$ cat src/rtl/queue_push_arbiter.sv
// Round-robin push arbiter in front of a single bounded queue, with a single pop consumer.
// Tracks occupancy exactly and emits net +1/-1 pulses for a downstream counter.

module queue_push_arbiter_lane #(
  parameter int NUM_REQ = 4,
  parameter int IDX     = 0,
  localparam int ID_W   = $clog2(NUM_REQ)
) (
  input  logic            req,
  input  logic            gnt,
  input  logic [ID_W-1:0] pointer,
  output logic            elig,
  output logic            upper
);
  // A requester whose grant is visible this cycle sits out so it is not granted twice
  assign elig  = req & ~gnt;
  assign upper = elig & (ID_W'(IDX) >= pointer);
endmodule

module queue_push_arbiter #(
  parameter int NUM_REQ    = 4,
  parameter int QUEUE_SIZE = 16,
  parameter int CNT_W      = 32,
  localparam int ID_W      = $clog2(NUM_REQ)
) (
  input  logic               clock,
  input  logic               reset,
  input  logic [NUM_REQ-1:0] push_req,
  output logic [NUM_REQ-1:0] push_gnt,
  output logic [ID_W-1:0]    grant_id,
  input  logic               pop_req,
  output logic               pop_gnt,
  output logic               increment,
  output logic               decrement,
  output logic [CNT_W-1:0]   count,
  output logic               full,
  output logic               empty
);

  localparam logic [CNT_W-1:0]   QSZ    = CNT_W'(QUEUE_SIZE);
  localparam logic [CNT_W-1:0]   QSZ_M1 = CNT_W'(QUEUE_SIZE - 1);
  localparam logic [CNT_W-1:0]   ONE_C  = CNT_W'(1);
  localparam logic [NUM_REQ-1:0] ONE_R  = NUM_REQ'(1);
  localparam logic [ID_W-1:0]    LAST   = ID_W'(NUM_REQ - 1);

  typedef enum logic [1:0] {S_EMPTY = 2'd0, S_MID = 2'd1, S_FULL = 2'd2} state_t;

  state_t             state, next_state;
  logic [ID_W-1:0]    pointer, nxt_pointer;
  logic [NUM_REQ-1:0] elig, upper;
  logic [ID_W-1:0]    hi_idx, lo_idx, winner;
  logic               state_ok, pop_win, push_win;
  logic [NUM_REQ-1:0] nxt_gnt;
  logic [ID_W-1:0]    nxt_id;
  logic               nxt_inc, nxt_dec;
  logic [CNT_W-1:0]   nxt_count;

  for (genvar g = 0; g < NUM_REQ; g++) begin : g_lane
    queue_push_arbiter_lane #(.NUM_REQ(NUM_REQ), .IDX(g)) u_lane (
      .req    (push_req[g]),
      .gnt    (push_gnt[g]),
      .pointer(pointer),
      .elig   (elig[g]),
      .upper  (upper[g])
    );
  end

  // First eligible at/after pointer, else wrap to the first eligible overall
  always_comb begin
    hi_idx = '0;
    lo_idx = '0;
    for (int i = NUM_REQ - 1; i >= 0; i--) begin
      if (upper[i]) hi_idx = ID_W'(i);
      if (elig[i])  lo_idx = ID_W'(i);
    end
    winner = (|upper) ? hi_idx : lo_idx;
  end

  // An upset state encoding gets one recovery cycle with no grants
  assign state_ok = (state == S_EMPTY) || (state == S_MID) || (state == S_FULL);
  assign pop_win  = state_ok && pop_req && (count != '0) && !pop_gnt;
  assign push_win = state_ok && (|elig) && ((count < QSZ) || pop_win);

  always_ff @(posedge clock) begin
    if (reset) state <= S_EMPTY;
    else       state <= next_state;
  end

  always_comb begin
    next_state = state;
    case (state)
      S_EMPTY: if (push_win) next_state = S_MID;
      S_MID: begin
        if (push_win && !pop_win && count == QSZ_M1)   next_state = S_FULL;
        else if (pop_win && !push_win && count == ONE_C) next_state = S_EMPTY;
      end
      S_FULL:  if (pop_win && !push_win) next_state = S_MID;
      default: next_state = S_EMPTY;
    endcase
  end

  // Simultaneous push and pop cancel: the downstream counter cannot take both pulses
  always_comb begin
    nxt_inc     = push_win & ~pop_win;
    nxt_dec     = pop_win & ~push_win;
    nxt_gnt     = push_win ? (ONE_R << winner) : '0;
    nxt_id      = push_win ? winner : '0;
    nxt_pointer = pointer;
    if (push_win) nxt_pointer = (winner == LAST) ? '0 : winner + ID_W'(1);
    nxt_count   = count;
    if (nxt_inc)       nxt_count = count + ONE_C;
    else if (nxt_dec)  nxt_count = count - ONE_C;
    if (!state_ok) begin
      nxt_count   = '0;
      nxt_pointer = '0;
    end
  end

  always_ff @(posedge clock) begin
    if (reset) begin
      push_gnt  <= '0;
      grant_id  <= '0;
      pop_gnt   <= 1'b0;
      increment <= 1'b0;
      decrement <= 1'b0;
      count     <= '0;
      full      <= 1'b0;
      empty     <= 1'b1;
      pointer   <= '0;
    end else begin
      push_gnt  <= nxt_gnt;
      grant_id  <= nxt_id;
      pop_gnt   <= pop_win;
      increment <= nxt_inc;
      decrement <= nxt_dec;
      count     <= nxt_count;
      full      <= (nxt_count == QSZ);
      empty     <= (nxt_count == '0);
      pointer   <= nxt_pointer;
    end
  end

endmodule

$ cat config.mk
export PLATFORM = sky130hd
export DESIGN_NAME = queue_push_arbiter
export DESIGN_NICKNAME = d
export VERILOG_FILES = /design/src/rtl/queue_push_arbiter.sv
export SDC_FILE = /design/constraint.sdc
export NUM_CORES = 1
export LEC_CHECK = 0
export CELL_PAD_IN_SITES_DETAIL_PLACEMENT = 1
export CELL_PAD_IN_SITES_GLOBAL_PLACEMENT = 2
export CORE_UTILIZATION = 35
export CTS_CLUSTER_DIAMETER = 200
export CTS_CLUSTER_SIZE = 30
export DETAILED_ROUTE_END_ITERATION = 7
export DONT_BUFFER_PORTS = 1
export PLACE_DENSITY_LB_ADDON = 0.1
export SKIP_CTS_REPAIR_TIMING = 1
export SLEW_MARGIN = 20
export SYNTH_ARGS = -nofsm -noshare
export SYNTH_HDL_FRONTEND = slang
export SYNTH_SLANG_ARGS = --single-unit
$ cat constraint.sdc
create_clock -name clock -period 4.7 [get_ports clock]
set_input_delay 1.41 -clock clock [delete_from_list [all_inputs] [get_ports clock]]
set_output_delay 1.41 -clock clock [all_outputs]
set_load 0.03 [all_outputs]
==> run metrics <==
fin cells 431; die span in x 89.0 um; clk slew on worst S/H paths 100 ps; Synth Register Bits 47; FF-to-FF path depth 9; P_leak 1.11 nW; clk sinks 47; Syn Area/Cell 8.07 um2; drt first pass iters 4; # DRC 0; switching share of total power 0.487; Crit. End Element flop; Hold Path Class reg -> reg; Layout Skew 14.8 ps; Synth Instances 328; NetSw 0.913 mW; Final ANT Viol Nets 0; Ys Warns 0; Initial Util 0.363; Die Area 0.00792 mm2; Place WS 101 ps; EDFF count, synth 0; maximum vdd drop 0.279 mV; final setup vio count 0; r2r setup slk 720 ps; gpl congestion 0.826; drt wl/cell 19.4 um; final instance area 0.00287 mm2; worst r2r dst full$_SDFF_PP0_; PD cells 652 mW/mm2; Hold Startpoint pointer[0]$_SDFFE_PP0P_; Critical Path Start Type input pin; dpl cell area 0.00276 mm2; vias per cell 5.60; FP Rows 31; Post-DP HPWL 6600 um; Net count, final 343; GRT overflow 0; vias in the first global route 2361; CORE AREA 0.00729 mm2; antenna violations before repair 0; placed insts 423; status complete, no violations; Netlist Area Pre-Place 0.00265 mm2; kind of critical path in -> reg; Synth-to-Final Area Change 8.51%; die span in y 89.0 um; final wirelength 8370 um; reg2reg start count[12]$_SDFF_PP0_; Slowest-stage cell, CP o41ai_2; ant diodes 0; All-Layer GR Usage 0.225; ys async rst share 0; crit-path cells nor2b_1 > o41ai_2 > nand2_1 > or4_1 > xor2_1 > nand3b_1 > nor4_1 > nand4_1 > a2111oi_2; CTS Root Cell clkbuf_8; Setup Total Neg Slack 0 ps; first-pass GRT wire length 13100 um; Slew HR 0.561; Layout fillers 913; IO Pins 50; Synth Net Count 340; Tightest Pin Transition 651 ps; DRT iter0 DRCs 91; fin crit period 4210 ps; share of layout cells above drive strength 1 0.0904; fin crit share 0.896; Max-Cap Viols 0; hold depth 2; Slew Limit Fails 0; Power Internal 0.961 mW; sequential share of power 0.338; Crit path required time 4920 ps; CTS buffer count 5; Clock power frac 0.168; Cell variety after synth 54; worst path setup slack after routing 489 ps; combinational share of power 0.494; largest net degree at the start of global routing 26; H-tree levels 2; max incr delay on CP 680 ps; RSZ-0062 raised after global routing no; Max Buffers Root-to-Sink 2; DR vias 2414; worst skew pair latency 320 ps; largest fanout on the critical path 6; TritonCTS clock tree built; Critical Path AT 4430 ps; dominant synthesized flop cell dfxtp_1; Seq/Total Area, Yosys 0.355; Port Buffer Count 0; WHS Endpoint pointer[0]$_SDFFE_PP0P_; Max Freq 237 MHz; Final Hold Viols 0
==> power groups by stage <==
stage | clock [mW] | sequential (mW) | combinational, mW
CTS | 0.324 | 0.635 | 0.925
global route | 0.340 | 0.647 | 1.02
floorplan | 0 | 0.601 | 0.715
detailed placement | 0 | 0.645 | 0.920
global placement | 0 | 0.645 | 0.917
finish | 0.314 | 0.633 | 0.926
==> cell type report <==
| type | count | area (um2) | area share |
|---|---|---|---|
| multi-input cells | 261 | 1600 | 0.557 |
| flip-flops and latches | 47 | 941 | 0.328 |
| well taps | 99 | 124 | 0.0431 |
| clock buffers | 5 | 68.8 | 0.0240 |
| repair buffers | 9 | 67.6 | 0.0235 |
| clock inverters | 3 | 43.8 | 0.0152 |
| inverters | 7 | 26.3 | 0.00915 |
==> cell usage in the layout, fill, tap and decap left out, types with 2 or more instances in the layout <==
cell type  instances
buf_4              9
clkbuf_8           5
or4_1              5
nand3_1            8
xor2_1            11
a31oi_1            2
ha_1               5
and2_1             4
nor4b_1            2
and3_1             2
nor4_1            11
or3_1              9
nand4_1           10
nand2b_1           7
xnor2_1           14
nand4b_1           3
a21oi_1           12
inv_1              7
nor3_1            23
and4_1             3
nor2b_1            7
o21a_1             4
o21ai_0            3
nand3b_1           3
nor2_1            64
dfxtp_1           47
a22oi_1            3
nand2_1           22
==> metal layers <==
metal / up-vias / global-route usage / wire, um
met5: - / 0 / 0
met4: 0 / 0.0534 / 78
met3: 6 / 0.0397 / 321
met2: 45 / 0.357 / 3760
met1: 1188 / 0.320 / 4220
li1: 1175 / - / -
==> worst max-delay path: cells and delay by family <==
kind,cells,cell delay (ps)
AND/OR/NAND/NOR,6,1730
AO/OA/AOI/OAI,2,1060
XOR/XNOR,1,210
==> cells in the mapped netlist, types with 2 or more instances <==
| cell | instances | area [um2] |
|---|---|---|
| nor4_1 | 11 | 68.8 |
| ha_1 | 5 | 62.6 |
| a21oi_1 | 12 | 60.1 |
| nor3_1 | 23 | 115 |
| inv_1 | 7 | 26.3 |
| nand2b_1 | 7 | 43.8 |
| o21a_1 | 4 | 30.0 |
| nand4b_1 | 3 | 26.3 |
| nand3b_1 | 3 | 22.5 |
| clkbuf_1 | 4 | 15.0 |
| and2_1 | 4 | 25.0 |
| a22oi_1 | 3 | 22.5 |
| nor2b_1 | 7 | 43.8 |
| buf_4 | 5 | 37.5 |
| a31oi_1 | 2 | 12.5 |
| dfxtp_1 | 47 | 941 |
| and4_1 | 3 | 26.3 |
| o21ai_0 | 3 | 15.0 |
| nor2_1 | 64 | 240 |
| and3_1 | 2 | 12.5 |
| or4_1 | 5 | 37.5 |
| buf_2 | 3 | 15.0 |
| nand2_1 | 22 | 82.6 |
| xor2_1 | 11 | 96.3 |
| nand4_1 | 10 | 62.6 |
| nor4b_1 | 2 | 17.5 |
| xnor2_1 | 14 | 123 |
| nand3_1 | 8 | 40.0 |
| or3_1 | 9 | 56.3 |
==> metrics by stage <==
stage / utilization / hold slack (ps) / power [mW]
4_1_cts: 0.394 / 566 / 1.88
6_report: 0.394 / 569 / 1.87
3_3_place_gp: 0.379 / 547 / 1.56
3_5_place_dp: 0.379 / 550 / 1.57
2_1_floorplan: - / 506 / 1.32
5_1_grt: 0.394 / 616 / 2.01
==> cell families after synthesis <==
kind of cell / count (synthesis) / share of synthesized area
and+or+nand+nor: 190 / 0.376
AOI/OAI and AO/OA: 38 / 0.109
buffers and inverters: 20 / 0.0397
xor gates and xnor gates: 25 / 0.0827
adders and majority gates: 5 / 0.0236
DFF: 47 / 0.355
muxes: 3 / 0.0137
==> registers in the layout (all words and copies together) (netlist names) <==
name       cells
push_gnt       4
increment      1
state          2
full           1
pop_gnt        1
pointer        2
empty          1
decrement      1
grant_id       2
count         32
==> worst max path at each step <==
stage	cells after the start	from	slack, ps	endpoint
final	9	push_req[3]	490	full$_SDFF_PP0_
after global routing	9	push_req[3]	270	full$_SDFF_PP0_
after CTS	9	push_req[3]	420	full$_SDFF_PP0_
after detailed placement	9	push_req[3]	100	full$_SDFF_PP0_
after global placement	9	push_req[3]	180	full$_SDFF_PP0_
after floorplan	9	push_req[3]	810	empty$_SDFF_PP1_
(Power assumes the default switching activity.)
